### src/rtl/period_meter_pkg.sv
// Shared state encoding, saturation limit and helpers for the period meter.
package period_meter_pkg;

  typedef enum logic {
    S_IDLE  = 1'b0,
    S_COUNT = 1'b1
  } state_e;

  localparam logic [31:0] SAT_MAX = 32'hFFFF_FFFF;

  // Clamp a wide product into the 32-bit period output.
  function automatic logic [31:0] sat32(input logic [63:0] v);
    return (|v[63:32]) ? SAT_MAX : v[31:0];
  endfunction

endpackage

### src/rtl/period_meter_edge_sync.sv
// Two-flop synchronizer followed by a registered rising-edge pulse; rise is high for one clk
// cycle, three clk edges after the asynchronous input goes high.
module period_meter_edge_sync (
  input  logic clk,
  input  logic RST_n,
  input  logic d,
  output logic rise
);

  logic [2:0] sync_q;
  logic       rise_q;

  always_ff @(posedge clk or negedge RST_n) begin
    if (!RST_n) begin
      sync_q <= '0;
      rise_q <= 1'b0;
    end else begin
      sync_q <= {sync_q[1:0], d};
      rise_q <= sync_q[1] & ~sync_q[2];
    end
  end

  assign rise = rise_q;

endmodule

### src/rtl/period_meter.sv
// Measures the period of clk_in in clk cycles, scaled to ps, and flags when it is stable.
// Define PERIOD_METER_AVG_EN to report a running average of the last four measurements.
module period_meter
  import period_meter_pkg::*;
#(
  parameter int unsigned SAMPLE_PERIOD_1000 = 1000,
  parameter int unsigned CNT_W              = 24,
  parameter int unsigned STABLE_COUNT       = 4,
  parameter int unsigned TOLERANCE          = 0,
  parameter int unsigned TIMEOUT_CYCLES     = 2**20 - 1
) (
  input  logic        clk,
  input  logic        RST_n,
  input  logic        PWRDWN,
  input  logic        clk_in,
  output logic [31:0] period_length_1000,
  output logic        period_stable,
  output logic        meas_done
);

  localparam int unsigned       MatchW     = $clog2(STABLE_COUNT + 2);
  localparam logic [CNT_W-1:0]  TimeoutVal = CNT_W'(TIMEOUT_CYCLES);
  localparam logic [CNT_W-1:0]  TolVal     = CNT_W'(TOLERANCE);
  localparam logic [CNT_W-1:0]  CntOne     = CNT_W'(1);
  localparam logic [MatchW-1:0] MatchMax   = MatchW'(STABLE_COUNT);
  localparam logic [MatchW-1:0] MatchOne   = MatchW'(1);

  state_e             state_q, state_d;
  logic [CNT_W-1:0]   count_q, count_d;
  logic [CNT_W-1:0]   prev_q, prev_d;
  logic [CNT_W-1:0]   diff;
  logic [MatchW-1:0]  match_q, match_d;
  logic               first_q, first_d;
  logic [31:0]        len_q, len_d;
  logic               stable_q, stable_d;
  logic               done_q, done_d;
  logic               rise, timeout_hit, meas_hit, within_tol;
  logic [63:0]        scaled;

  period_meter_edge_sync u_edge_sync (
    .clk   (clk),
    .RST_n (RST_n),
    .d     (clk_in),
    .rise  (rise)
  );

  // Timeout wins over a coincident edge.
  assign timeout_hit = (state_q == S_COUNT) && (count_q == TimeoutVal);
  assign meas_hit    = (state_q == S_COUNT) && !timeout_hit && rise;
  assign diff        = (count_q >= prev_q) ? (count_q - prev_q) : (prev_q - count_q);
  assign within_tol  = (diff <= TolVal);

`ifdef PERIOD_METER_AVG_EN
  localparam int unsigned SumW = CNT_W + 2;

  // Three stored entries plus the current count form the four-entry window.
  logic [2:0][CNT_W-1:0] hist_q, hist_d;
  logic [3:0][CNT_W-1:0] hist_new;
  logic [2:0]            hist_n_q, hist_n_d, hist_n_new;
  logic [SumW-1:0]       hist_sum;
  logic [1:0]            hist_shift;

  assign hist_new   = {hist_q, count_q};
  assign hist_n_new = (hist_n_q == 3'd4) ? 3'd4 : hist_n_q + 3'd1;

  always_comb begin
    hist_sum   = '0;
    hist_shift = '0;
    case (hist_n_new)
      3'd1: hist_sum = SumW'(hist_new[0]);
      3'd2, 3'd3: begin
        hist_sum   = SumW'(hist_new[0]) + SumW'(hist_new[1]);
        hist_shift = 2'd1;
      end
      default: begin
        hist_sum   = SumW'(hist_new[0]) + SumW'(hist_new[1]) +
                     SumW'(hist_new[2]) + SumW'(hist_new[3]);
        hist_shift = 2'd2;
      end
    endcase
  end

  assign scaled = (64'(hist_sum) * 64'(SAMPLE_PERIOD_1000)) >> hist_shift;

  always_comb begin
    hist_d   = hist_q;
    hist_n_d = hist_n_q;
    if (PWRDWN || timeout_hit) begin
      hist_d   = '0;
      hist_n_d = '0;
    end else if (meas_hit) begin
      hist_d   = hist_new[2:0];
      hist_n_d = hist_n_new;
    end
  end

  always_ff @(posedge clk or negedge RST_n) begin
    if (!RST_n) begin
      hist_q   <= '0;
      hist_n_q <= '0;
    end else begin
      hist_q   <= hist_d;
      hist_n_q <= hist_n_d;
    end
  end
`else
  assign scaled = 64'(count_q) * 64'(SAMPLE_PERIOD_1000);
`endif

  always_comb begin
    state_d  = state_q;
    count_d  = count_q;
    prev_d   = prev_q;
    match_d  = match_q;
    first_d  = first_q;
    len_d    = len_q;
    stable_d = stable_q;
    done_d   = 1'b0;
    if (PWRDWN) begin
      state_d  = S_IDLE;
      count_d  = '0;
      prev_d   = '0;
      match_d  = '0;
      first_d  = 1'b1;
      len_d    = '0;
      stable_d = 1'b0;
    end else begin
      case (state_q)
        S_IDLE: begin
          count_d = '0;
          if (rise) begin
            state_d = S_COUNT;
            count_d = CntOne;
          end
        end
        S_COUNT: begin
          if (timeout_hit) begin
            state_d  = S_IDLE;
            count_d  = '0;
            match_d  = '0;
            first_d  = 1'b1;
            len_d    = '0;
            stable_d = 1'b0;
          end else if (meas_hit) begin
            count_d = CntOne;
            done_d  = 1'b1;
            len_d   = sat32(scaled);
            prev_d  = count_q;
            if (first_q) begin
              match_d = '0;
              first_d = 1'b0;
            end else if (within_tol) begin
              if (match_q != MatchMax) match_d = match_q + MatchOne;
            end else begin
              match_d = '0;
            end
            stable_d = (match_d == MatchMax);
          end else begin
            count_d = count_q + CntOne;
          end
        end
        default: state_d = S_IDLE;
      endcase
    end
  end

  always_ff @(posedge clk or negedge RST_n) begin
    if (!RST_n) begin
      state_q  <= S_IDLE;
      count_q  <= '0;
      prev_q   <= '0;
      match_q  <= '0;
      first_q  <= 1'b1;
      len_q    <= '0;
      stable_q <= 1'b0;
      done_q   <= 1'b0;
    end else begin
      state_q  <= state_d;
      count_q  <= count_d;
      prev_q   <= prev_d;
      match_q  <= match_d;
      first_q  <= first_d;
      len_q    <= len_d;
      stable_q <= stable_d;
      done_q   <= done_d;
    end
  end

  assign period_length_1000 = len_q;
  assign period_stable      = stable_q;
  assign meas_done          = done_q;

endmodule

### config.mk
export PLATFORM = sky130hd
export DESIGN_NAME = period_meter
export DESIGN_NICKNAME = d
export VERILOG_FILES = /design/src/rtl/period_meter_pkg.sv /design/src/rtl/period_meter_edge_sync.sv /design/src/rtl/period_meter.sv
export SDC_FILE = /design/constraint.sdc
export NUM_CORES = 1
export LEC_CHECK = 0
export BUFFER_PORTS_ARGS = -buffer_cell sky130_fd_sc_hd__buf_2
export CAP_MARGIN = 20
export CELL_PAD_IN_SITES_DETAIL_PLACEMENT = 1
export CELL_PAD_IN_SITES_GLOBAL_PLACEMENT = 1
export CORE_ASPECT_RATIO = 1.4
export CORE_UTILIZATION = 45
export CTS_BUF_LIST = sky130_fd_sc_hd__clkbuf_4
export CTS_CLUSTER_DIAMETER = 80
export DETAILED_ROUTE_END_ITERATION = 10
export GPL_ROUTABILITY_DRIVEN = 0
export GPL_TIMING_DRIVEN = 1
export PLACE_DENSITY_LB_ADDON = 0.12
export SYNTH_ARGS = -nofsm -noshare
export SYNTH_HDL_FRONTEND = slang
export SYNTH_SLANG_ARGS = --single-unit
### constraint.sdc
create_clock -name clk -period 7.1 [get_ports clk]
set_clock_uncertainty 0.2 [all_clocks]
set_input_delay 1.42 -clock clk [delete_from_list [all_inputs] [get_ports clk]]
set_output_delay 1.42 -clock clk [all_outputs]
set_load 0.05 [all_outputs]
# Word level (Yosys, flattened, before mapping)
# Index checks and enable logic that the tools add are counted.
[classes] n_reduce_logical=10 mux=42 n_bitwise=3 n_addsub=4 n_eq_ne=4 n_shift=0 order_cmp=2 div_mod_pow=0 n_mul=1
[op_table] cell="$mux W24" n=8
[op_table] cell="$mux W32" n=5
[op_table] cell="$pmux W24 S2" n=1
[op_table] cell="$sub A24 B24 Y24" n=2
[op_table] cell="$mux W3" n=11
[op_table] cell="$mul A24 B7 Y31 const B" n=1
[op_table] cell="$add A24 B1 Y24 const B" n=1
[op_table] cell="$eq A24 B20 Y1 const B" n=1
[op_table] cell="$ge A24 B24 Y1" n=1
[op_table] cell="$le A24 B1 Y1 const B" n=1
[op_table] cell="$mux W1" n=16
[op_table] cell="$reduce_bool A2 Y1" n=2
[op_table] cell="$add A3 B1 Y3 const B" n=1
[op_table] cell="$eq A3 B3 Y1 const B" n=1
[op_table] cell="$logic_and A1 B1 Y1" n=3
[op_table] cell="$ne A3 B3 Y1 const B" n=1
[op_table] cell="$reduce_and A3 Y1" n=1
[op_table] cell="$reduce_bool A3 Y1" n=1
[op_table] cell="$ne A2 B2 Y1 const B" n=1
[op_table] cell="$not A1 Y1" n=2
[op_table] cell="$pmux W1 S2" n=1
[op_table] cell="$reduce_and A2 Y1" n=1
[op_table] cell="$reduce_or A2 Y1" n=1
[op_table] cell="$and A1 B1 Y1" n=1
[op_table] cell="$logic_not A1 Y1" n=1
[word_totals] mem_count=0 ram_bits=0 wordCells=76 latchBits=0 register_bits=91 out_inout_bits=34 romBits=0 inputBits=4

# Logic depth before layout (Yosys ltp)
# Gate-level depths: netlist (run 1).
[depth] ltp_word=14 mapped_depth=21 mapped_depth_nobuf=20

# Hierarchy
# A second synthesis (run 1) with hierarchy kept.
[unflattened] cells_unflattened=1107 hier_area_um2=10062.2
[by_module_without_submodules] mod="period_meter" area_per_inst_um2=9948.3 seq_area_each_um2=2128.3 cells_each=1102 n_inst=1
[by_module_without_submodules] mod="period_meter_edge_sync" area_per_inst_um2=113.9 seq_area_each_um2=100.1 cells_each=5 n_inst=1

# Worst setup path before layout (run 1)
# Ideal clock, no wire load.
[synth_path] path_kind="flip-flop to flip-flop" start="register count_q[12]" end="register len_q[3] (netlist: period_length_1000[3])" arrival_ps=5095 path_buffers=1 setup_ps=121 stages_incl_launch_ff=19 setup_slack_ps=1685 cell_sequence="dfrtp_1 > inv_1 > fa_1 > fa_1 > fa_1 > fa_1 > inv_1 > ha_1 > a2111oi_0 > o21ai_0 > o21a_1 > or3_1 > o211a_1 > a31oi_1 > xor2_1 > o2111ai_2 > clkbuf_1 > o21ai_0 > nand2_1"
[synth_via] elab_chain_cells=7 word_cells_on_any_way=14
[synth_lines] item="from (decl)" line_no="period_meter.sv:29" source="logic [CNT_W-1:0] count_q, count_d;"
[synth_lines] item="from (signal assigned)" line_no="period_meter.sv:179" source="count_q <= count_d;"
[synth_lines] item="$mul A24 B7 Y31 / $eq A24 B20 Y1 (equally long branches)" line_no="period_meter.sv:107, period_meter.sv:48"
[synth_lines] item="$reduce_or A2 Y1 / $logic_and A1 B1 Y1 (equally long branches)" line_no="period_meter_pkg.sv:13, period_meter.sv:48"
[synth_lines] item="$mux W32 / $logic_not A1 Y1 (equally long branches)" line_no="period_meter_pkg.sv:13, period_meter.sv:49"
[synth_lines] item="$mux W32 / $logic_and A1 B1 Y1 (equally long branches)" line_no="period_meter.sv:144, period_meter.sv:49"
[synth_lines] item="$mux W32 / $logic_and A1 B1 Y1 (equally long branches)" line_no="period_meter.sv:137, period_meter.sv:49"
[synth_lines] item="$mux W32 / $reduce_bool A3 Y1 (equally long branches)"
[synth_lines] item="$mux W32 / $reduce_and A2 Y1 (equally long branches)"
[synth_lines] item="to (signal assigned)" line_no="period_meter.sv:183" source="len_q <= len_d;"
[synth_lines] item="to (decl)" line_no="period_meter.sv:34" source="logic [31:0] len_q, len_d;"
# Parallel ways exist; a longest one is shown, timed or not. The select of a mux whose other input is x is not followed.
# A chain may end at the register's enable or synchronous reset.

# Final worst setup path (run 1)
[layout_path] start="register count_q[2]" end="register len_q[4] (netlist: period_length_1000[4])"
# The elaborated chain is that of the path after synthesis.

==> impl_results.md, run 1 <==
* Status: finished, final reports clean
* Antenna violations before repair at 1
* Maximum vdd drop at 0.0000776 V
* CP peak stage delay at between 600 and 700 ps
* Crit-path most repeated cell: fa_1
* Fraction of layout cells with a size suffix above 1 at under 10%
* Number of synthesized register bits at between 80 and 90
* WP depth at 18
* Wirelength per Cell at around 18 um
* Power density over cell area at between 80 and 90 mW/mm^2
* Slew Limit Fails at 0
* Number of DRC markers in iteration 0 at between 200 and 300
* Leakage at 5.22 nW
* FP Rows at 65
* R2r setup slk at 1090 ps
* Total congestion overflow at 0
* Ports at 38
* Buf/Inv on CP at 3
* Final TNS setup at 0 ps
* CTS tree: built
* Hold_ws at roughly 170 ps
* Fill cells at roughly 2800
* Clock Pin Slew Worst Setup and Hold Paths at ~150 ps
* Total CTS buffers at 9
* Post-CTS resize count at 0
* RSZ-0062 raised after global routing: false
* Largest net degree at the start of global routing at 50
* CTS Sinks at 89
* First-pass GRT wire length at between 40000 and 50000 um
* Vias in the first global route at slightly above 9000
* TritonRoute pass-1 iters at 4
* Area of the core at 0.0226 mm^2
* Final ANT Viol Nets at 0
* Unique masters post-synth at 83
* Seq/Total Area, Yosys at around 21%
* Area grow syn2layout at 5.40%
* R2R cell count at 18
* Async SR Flop Fraction at 100%
* Worst slack, placed at 1110 ps
* Critical Path Source Type: flip-flop
* Post-CTS Setup Repair Bufs at 0
* CP required at 7300 ps
* Die height at ~180 um
* Crit path to: period_length_1000[4]
* Worst min-delay path class: flip-flop to flip-flop
* Initial Utilization at between 40% and 50%
* Actual slew at the worst max-slew pin at ~900 ps
* CP Max Fanout at 27
* Max Cap Viol at 0
* CP arrival at about 6200 ps
* CTS Hold Bufs at 0
* Clk root buf: clkbuf_4
* Setup slack after layout at approximately 1100 ps
* Main synth FF type: dfrtp_1
* Yosys warns at 0
* R2R Path Start: count_q[2]
* Met1 Use GR at between 30% and 40%
* Final period utilization at about 85%
* Family with the most delay on the worst path: adder cells
* H-tree depth at 3
* Drt total wl at 27800 um
* Clock latency on the worst-skew pair at roughly 510 ps
* Final setup vio count at 0
* Global Route met2 Usage at 44.5%
* Critical path class: flip-flop to flip-flop
* Slowest cell on crit path: fa_1
* # DRC at 0
* Final core utilization at between 40% and 50%
* Clock tree buffer depth at 2
* Nets at about 1400
* Reg-to-Reg End: period_length_1000[4]
* DR vias/cell at ~5.5
* Critical Path End Type: flip-flop
* Syn Nets at around 1400
* GRT Overall Usage at 25.9%
* Number of enable flip-flop cells after synthesis at 0
* Global route hottest layer: met2
* Syn_area_per_cell at approximately 8.7 um^2
* Fmax at around 0.17 GHz
* Slew margin rel. at 39.3%
* CP cell instances: inv_1, fa_1, fa_1, fa_1, fa_1, inv_1, ha_1, o21ai_0, a211oi_1, a221oi_2, nor4_1, o211a_1, a31oi_1, xor2_1, o2111ai_2, buf_4, o21ai_0, nand2_1
* Final min period at ~6000 ps
* Hpwl dp at approximately 23000 um
* PortBufs at 37
* Final hold violation count at 0
* Post-Syn Instances at 1202
* Critical Path Start: count_q[2]
* Cell Area, Synth at approximately 0.010 mm^2
* Global Route met3 Usage at ~2.4%
* Die area at approximately 0.024 mm^2
* Vias at between 8000 and 9000
* Die X at around 130 um
[per-stage QoR]
step           instance area (um^2)  cells  power (W)
3_5_place_dp                  10800   1503   0.000614
5_1_grt                       11000   1520   0.000971
2_1_floorplan                 10400   1202   0.000578
3_3_place_gp                  10800   1503   0.000612
4_1_cts                       11000   1519   0.000950
6_report                      11000   1520   0.000935
[synthesized netlist by cell type (all sizes together), types with 9 or more instances]
| cell | n | area share [%] |
|---|---|---|
| a211oi | 15 | 1.2 |
| a21oi | 94 | 4.7 |
| nor2 | 71 | 2.6 |
| nor4 | 9 | 0.60 |
| o21a | 17 | 1.2 |
| inv | 174 | 6.3 |
| o21ai | 73 | 3.7 |
| buf | 16 | 0.93 |
| nand3 | 13 | 0.67 |
| nor2b | 13 | 0.85 |
| xor2 | 20 | 1.7 |
| ha | 120 | 14 |
| a21o | 18 | 1.3 |
| fa | 86 | 17 |
| dfrtp | 88 | 21 |
| nand2 | 156 | 5.6 |
| nand4 | 11 | 0.66 |
| nor3 | 14 | 0.72 |
| xnor2 | 45 | 3.8 |
| clkbuf | 25 | 0.90 |
[final cells by class]
class | instances | area [um^2] | share of cell area (%)
antenna | 1 | 2.50 | 0.0228
clock buffer | 9 | 67.6 | 0.616
clock inverter | 7 | 85.1 | 0.775
inverter | 174 | 653 | 5.95
multi-input combinational | 898 | 7340 | 66.9
sequential | 89 | 2230 | 20.3
tap | 301 | 377 | 3.43
timing repair buffer | 41 | 218 | 1.98
[kinds of logic after synthesis]
kind of cell / Yosys count / synth area share (%)
buffers and inverters: 215 / 8.10
xor gates and xnor gates: 65 / 5.47
AOI/OAI and AO/OA: 286 / 18.0
DFF: 89 / 21.4
muxes: 6 / 0.589
adders and majority gates: 206 / 31.0
and+or+nand+nor: 335 / 15.4
[how the worst min path moves through the flow]
| stage | startpoint | endpoint | slack [ps] | cells past startpoint |
|---|---|---|---|---|
| global placement | u_edge_sync.sync_q[0] | u_edge_sync.sync_q[1] | 130 | 0 |
| CTS | u_edge_sync.sync_q[0] | u_edge_sync.sync_q[1] | 180 | 0 |
| finish | u_edge_sync.sync_q[1] | u_edge_sync.sync_q[2] | 170 | 0 |
| detailed placement | u_edge_sync.sync_q[0] | u_edge_sync.sync_q[1] | 140 | 0 |
| global route | u_edge_sync.sync_q[1] | u_edge_sync.sync_q[2] | 180 | 0 |
| floorplan | u_edge_sync.sync_q[0] | u_edge_sync.sync_q[1] | 130 | 0 |
[cells in the final DEF (no fill, tap or decap), drive strengths merged, types with 7 or more instances in the layout]
| cell type | synthesis | layout |
|---|---|---|
| inv | 174 | 174 |
| o211ai | 8 | 8 |
| nand3 | 13 | 13 |
| fa | 86 | 86 |
| a211oi | 15 | 15 |
| ha | 120 | 120 |
| xor2 | 20 | 20 |
| a21o | 18 | 18 |
| nor2b | 13 | 13 |
| nand2 | 156 | 156 |
| a21oi | 94 | 94 |
| nor3 | 14 | 14 |
| o21a | 17 | 17 |
| nand4 | 11 | 11 |
| nor4 | 9 | 9 |
| xnor2 | 45 | 45 |
| or3 | 7 | 7 |
| dfrtp | 88 | 88 |
| clkbuf | 25 | 9 |
| a31oi | 7 | 7 |
| and4 | 8 | 8 |
| nor2 | 71 | 71 |
| buf | 16 | 41 |
| o21ai | 73 | 73 |
[state kept, by name, indices dropped and copies added (netlist names), 3 cells and up]
signal,count
period_length_1000,30
count_q,24
prev_q,24
match_q,3
u_edge_sync.sync_q,3
[metal layers]
metal,share of wire (%),vias up
met2,51,84
met1,45,4171
met5,0,-
met3,1.5,37
li1,-,4060
met4,2.7,0
[where the power goes]
group | switching, W | internal, W
logic | 0.0000603 | 0.0000286
clock network | 0.000193 | 0.000139
registers | 0.00000392 | 0.000510
No activity file was read; power rests on OpenSTA's default activity.
==> run 2: changes to the inputs <==
clock period = 5.2 ns   (was 7.1 ns; I/O delays follow)
==> impl_results.md, run 2 (same netlist as run 1, synthesis figures left out) <==
* Drt total wl at 29300 um (+5.5%)
* Vias at 8877 (+6.3%)
* Metal3 WL at 616 um (+46%)
* RSZ-0062 raised after global routing: true
* Nets at 1525 (+7.2%)
* Vias in the first global route at 9942 (+8.2%)
* # DRC at 0 (unchanged)
* H-tree depth at 3 (unchanged)
* Area of the core at 0.0226 mm^2 (unchanged)
* Critical Path End Type: flip-flop
* Final core utilization at 52.6% (+4.1 points)
* CP required at 5400 ps (-1900 ps)
* Die X at 131 um (unchanged)
* Hpwl dp at 24200 um (+6.2%)
* Max Cap Viol at 0 (unchanged)
* Metal-1 WL at 12400 um (-1.1%)
* CP peak stage delay at 600 ps (-30 ps)
* GRT Overall Usage at 27.3% (+1.3 points)
* Post-Place Cells at 1602 (+6.6%)
* PortBufs at 37 (unchanged)
* Fill cells at 2764 (-0.25%)
* Maximum vdd drop at 0.000135 V (+74%)
* Total CTS buffers at 9 (unchanged)
* CTS tree: built
* Failing checks: negative setup slack
* Total congestion overflow at 0 (unchanged)
* Max reg flops at 30 (unchanged)
* Leakage at 5.75 nW (+10%)
* Most common library cell in the layout ignoring fill and taps: inv_1
* Clock tree buffer depth at 2 (unchanged)
* Final setup vio count at 30 (+30)
* Antenna violations before repair at 2 (+1)
* Crit-path most repeated cell: fa_1
* CP cell instances: fa_1, inv_2, fa_1, fa_1, fa_1, inv_1, ha_4, a211oi_2, o211ai_1, a221oi_2, nor4_1, buf_4, o211a_1, a31oi_1, xor2_1, o2111ai_2, buf_12, o21ai_0, nand2_1
* Power density over cell area at 110 mW/mm^2 (+29%)
* Setup slack after layout at -205 ps (-1290 ps)
* Initial Utilization at 46.0% (unchanged)
* R2R cell count at 19 (+1)
* Fraction of layout cells with a size suffix above 1 at 17.3% (+10 points)
* Reg-to-Reg End: period_length_1000[4]
* Final period utilization at 104% (+19 points)
* Top Layer Used: met4
* Number of DRC markers in iteration 0 at 311 (+15%)
* Clk root buf: clkbuf_4
* Clock latency on the worst-skew pair at 530 ps (+20 ps)
* Critical Path Source Type: flip-flop
* Die height at 182 um (unchanged)
* Area grow syn2layout at 14.3%
* Worst min-delay path class: flip-flop to flip-flop
* R2r setup slk at -200 ps (-1290 ps)
* TritonRoute pass-1 iters at 4 (unchanged)
* Critical path class: flip-flop to flip-flop
* CP arrival at 5610 ps (-610 ps)
* Critical Path Start: count_q[0]
* Wirelength per Cell at 18.1 um (-1.2%)
* Commonest non-fill, non-tap cells in the layout: inv_1 (161), nand2_1 (154), ha_1 (117), buf_4 (106), a21oi_1 (89)
* Crit path to: period_length_1000[4]
* Actual slew at the worst max-slew pin at 964 ps (+62.4 ps)
* CP Max Fanout at 27 (unchanged)
* WP depth at 19 (+1)
* FP Rows at 65 (unchanged)
* CTS Sinks at 89 (unchanged)
* Slew Limit Fails at 0 (unchanged)
* Buf/Inv on CP at 4 (+1)
* Die area at 0.0238 mm^2 (unchanged)
* Met2 WL at 15600 um (+11%)
* Slew margin rel. at 35.1% (-4.2 points)
* Final min period at 5400 ps (-607 ps)
* Layout Cells excl Fill at 1623 (+6.8%)
* Ports at 38 (unchanged)
* Status: finished, violations left
* Final ANT Viol Nets at 0 (unchanged)
* R2R Path Start: count_q[0]
* Family with the most delay on the worst path: adder cells
* Slowest cell on crit path: fa_1
* Largest net degree at the start of global routing at 64 (+28%)
* Fmax at 0.185 GHz (+11%)
* Final hold violation count at 0 (unchanged)
* DR vias/cell at 5.47 (-0.46%)
* First-pass GRT wire length at 50200 um (+4.9%)
* Clock Pin Slew Worst Setup and Hold Paths at 170 ps (+20 ps)
==> run 2: layout make-up <==
type | count | area, um^2 | share of cell area (%)
multi-input cells | 898 | 7470 | 62.8
flip-flops and latches | 89 | 2230 | 18.8
repair buffers | 143 | 996 | 8.37
inverters | 174 | 656 | 5.51
well taps | 301 | 377 | 3.17
clock inverters | 6 | 90.1 | 0.757
clock buffers | 10 | 75.1 | 0.631
diodes | 2 | 5.00 | 0.0421
==> run 2: metal layers <==
layer | global-route usage (%) | up-vias
met3 | 2.68 | 39
met5 | 0 | -
met1 | 33.1 | 4471
met4 | 9.66 | 0
met2 | 49.2 | 110
li1 | - | 4257
==> run 2: worst min path at each step <==
stage | slack, ps | from | depth (start not counted) | endpoint
4_1_cts | 170 | u_edge_sync.sync_q[0] | 0 | u_edge_sync.sync_q[1]
2_1_floorplan | 130 | u_edge_sync.sync_q[0] | 0 | u_edge_sync.sync_q[1]
3_3_place_gp | 130 | u_edge_sync.sync_q[0] | 0 | u_edge_sync.sync_q[1]
3_5_place_dp | 150 | u_edge_sync.sync_q[0] | 0 | u_edge_sync.sync_q[1]
6_report | 190 | u_edge_sync.sync_q[0] | 0 | u_edge_sync.sync_q[1]
5_1_grt | 170 | u_edge_sync.sync_q[0] | 0 | u_edge_sync.sync_q[1]
==> run 2: worst register-to-register path: stages, from the launching register on <==
cell,delay [ps]
dfrtp_2,450
fa_1,600
inv_2,60
fa_1,530
fa_1,450
fa_1,530
inv_1,70
ha_4,180
a211oi_2,190
o211ai_1,190
a221oi_2,320
nor4_1,90
buf_4,150
o211a_1,250
a31oi_1,200
xor2_1,190
o2111ai_2,150
buf_12,200
o21ai_0,210
nand2_1,80
==> run 2: what timing repair did <==
item                                    in CTS  in global routing
pin swaps                                    2                  9
hold endpoints to repair                     0                  0
hold buffers                                 0                  0
endpoints found under the setup margin      30                 30
setup buffers                                3                  0
gates resized for setup                     24                 21
==> run 2: stage by stage <==
| step | total power [W] | area (um^2) | hold slack, ps | setup TNS (ps) | setup WS [ps] |
|---|---|---|---|---|---|
| after floorplan | 0.000789 | 10400 | 131 | 0 | 5.74 |
| after global placement | 0.000841 | 11600 | 133 | -10680 | -396 |
| after detailed placement | 0.000843 | 11600 | 150 | -11200 | -437 |
| after CTS | 0.00133 | 11900 | 168 | -3200 | -137 |
| after global routing | 0.00136 | 11900 | 170 | -10340 | -380 |
| final | 0.00130 | 11900 | 187 | -4290 | -205 |
==> run 2: where the power goes <==
part	switching (W)	internal, W	total, W
clock	0.000271	0.000203	0.000474
combinational	0.0000865	0.0000437	0.000130
sequential	0.00000399	0.000697	0.000701
==> run 3: changes to the inputs <==
SKIP_LAST_GASP = 1   (was not set)
==> impl_results.md, run 3 (same netlist as run 1, synthesis figures left out) <==
* RSZ-0062 raised after global routing: true
* # DRC at 0 (unchanged)
* Clock tree buffer depth at 2 (unchanged)
* Initial Utilization at 46.0% (unchanged)
* FP Rows at 65 (unchanged)
* R2r setup slk at -310 ps (-110 ps)
* Hold worst-path end: u_edge_sync.sync_q[1]
* Setup slack after layout at -312 ps (-107 ps)
* DR vias/cell at 5.50 (+0.55%)
* Clock latency on the worst-skew pair at 530 ps (about the same)
* Die area at 0.0238 mm^2 (unchanged)
* Clock Pin Slew Worst Setup and Hold Paths at 170 ps (about the same)
* Critical Path Source Type: flip-flop
* CP cell instances: fa_1, inv_1, fa_1, fa_1, fa_1, inv_1, ha_4, a211oi_4, o211ai_1, a221oi_2, nor4_2, o211a_1, a31oi_1, xor2_1, o2111ai_4, buf_12, o21ai_0, nand2_1
* Nets at 1541 (+1.0%)
* Final period utilization at 106% (+2.1 points)
* Final TNS setup at -7170 ps (-2880 ps)
* Vias in the first global route at 9919 (-0.23%)
* Max Cap Viol at 0 (unchanged)
* CTS Sinks at 89 (unchanged)
* First-pass GRT wire length at 50100 um (-0.12%)
* CP required at 5390 ps (about the same)
* Die X at 131 um (unchanged)
* Ports at 38 (unchanged)
* Hpwl dp at 24200 um (unchanged)
* Footprint of the multi-input gates at 0.00758 mm^2 (+1.6%)
* GRT Overall Usage at 27.2% (-0.050 points)
* Slowest cell on crit path: fa_1
* Final min period at 5510 ps (+107 ps)
* Clk root buf: clkbuf_4
* Most common library cell in the layout ignoring fill and taps: inv_1
* Crit-path most repeated cell: fa_1
* Final ANT Viol Nets at 0 (unchanged)
* Fill cells at 2745 (-0.69%)
* Largest net degree at the start of global routing at 64 (unchanged)
* Fraction of layout cells with a size suffix above 1 at 20.0% (+2.7 points)
* Vias at 9008 (+1.5%)
* Layout Cells excl Fill at 1638 (+0.92%)
* Hold_ws at 183 ps (-3.83 ps)
* Maximum vdd drop at 0.000131 V (-3.3%)
* Max reg flops at 30 (unchanged)
* Worst min-delay path class: flip-flop to flip-flop
* Total congestion overflow at 0 (unchanged)
* Critical Path End Type: flip-flop
* Hold depth at 0 (unchanged)
* Placed inst area at 0.0116 mm^2 (unchanged)
* PortBufs at 37 (unchanged)
* Antenna violations before repair at 1 (-1)
* R2R cell count at 18 (-1)
* Number of DRC markers in iteration 0 at 353 (+14%)
* Reg-to-Reg End: period_length_1000[21]
* Register area at 0.00223 mm^2 (unchanged)
* Final setup vio count at 30 (unchanged)
* Drt total wl at 30900 um (+5.3%)
* Actual slew at the worst max-slew pin at 925 ps (-39.6 ps)
* Final hold violation count at 0 (unchanged)
* Leakage at 5.82 nW (+1.3%)
* CP arrival at 5700 ps (+90 ps)
* Total CTS buffers at 9 (unchanged)
* Slew Limit Fails at 0 (unchanged)
* Wirelength per Cell at 18.9 um (+4.3%)
* CTS tree: built
* TritonRoute pass-1 iters at 4 (unchanged)
* Failing checks: negative setup slack
* Power density over cell area at 107 mW/mm^2 (-2.0%)
* R2R Path Start: count_q[0]
* CP Max Fanout at 7 (-74%)
* Die height at 182 um (unchanged)
* Status: finished, violations left
* H-tree depth at 3 (unchanged)
* Hold Crit Start: u_edge_sync.sync_q[0]
* Area of the core at 0.0226 mm^2 (unchanged)
* Commonest non-fill, non-tap cells in the layout: inv_1 (156), nand2_1 (152), buf_4 (118), ha_1 (112), a21oi_1 (88)
* CP peak stage delay at 600 ps (about the same)
* Area grow syn2layout at 17.0%
* Post-Place Cells at 1602 (unchanged)
* Slew margin rel. at 37.8% (+2.7 points)
* Critical path class: flip-flop to flip-flop
* Fin area at 0.0122 mm^2 (+2.4%)
* Fmax at 0.181 GHz (-1.9%)
-- run 3: report_power, final --
group	leakage, nW	total [W]	internal (W)	switching, W
logic	4.51	0.000132	0.0000446	0.0000873
registers	1.22	0.000701	0.000697	0.00000398
clock network	0.0874	0.000477	0.000203	0.000274
total	5.82	0.00131	0.000944	0.000366
-- run 3: worst max path at each step --
| stage | startpoint | to | depth (start not counted) |
|---|---|---|---|
| final | count_q[0] | period_length_1000[21] | 18 |
| after global routing | count_q[10] | period_length_1000[21] | 19 |
| after CTS | count_q[5] | period_length_1000[21] | 19 |
| after detailed placement | count_q[17] | period_length_1000[29] | 21 |
| after global placement | count_q[17] | period_length_1000[20] | 21 |
| after floorplan | count_q[3] | period_length_1000[15] | 18 |
-- run 3: layer usage --
layer  up-vias  GRT usage (%)  share of wire (%)
li1       4294              -                  -
met1      4555           33.3                 42
met2       113           49.1                 54
met3        46           2.42                1.6
met4         0           9.52                2.5
met5         -              0                  0
-- run 3: repair_timing --
item | CTS | global route
resized for setup | 10 | 61
hold buffers | 0 | 0
pin swaps | 2 | 45
gates cloned | 0 | 2
buffers inserted | 3 | 15
setup endpoints to repair | 30 | 30
-- run 3: critical path: cells and delay by family, from the launching register on --
kind,cells,cell delay [ps]
xor+xnor,1,250
fa+ha+maj,5,2270
buf+inv,3,370
flops,1,450
compound gates,7,1630
simple gates,2,200
-- run 3: through the flow --
stage	worst slack, ps	util [%]	power, W
floorplan	5.74	-	0.000789
CTS	-266	52.2	0.00133
detailed placement	-437	51.3	0.000843
finish	-312	53.9	0.00131
global placement	-396	51.3	0.000841
global route	-482	53.9	0.00135
-- run 3: final cells by class --
type,instances,share of cell area (%)
multi-input combinational,898,62.3
sequential,89,18.3
timing repair buffer,159,9.51
inverter,174,5.42
tap,301,3.09
clock inverter,6,0.740
clock buffer,10,0.616
antenna,1,0.0205
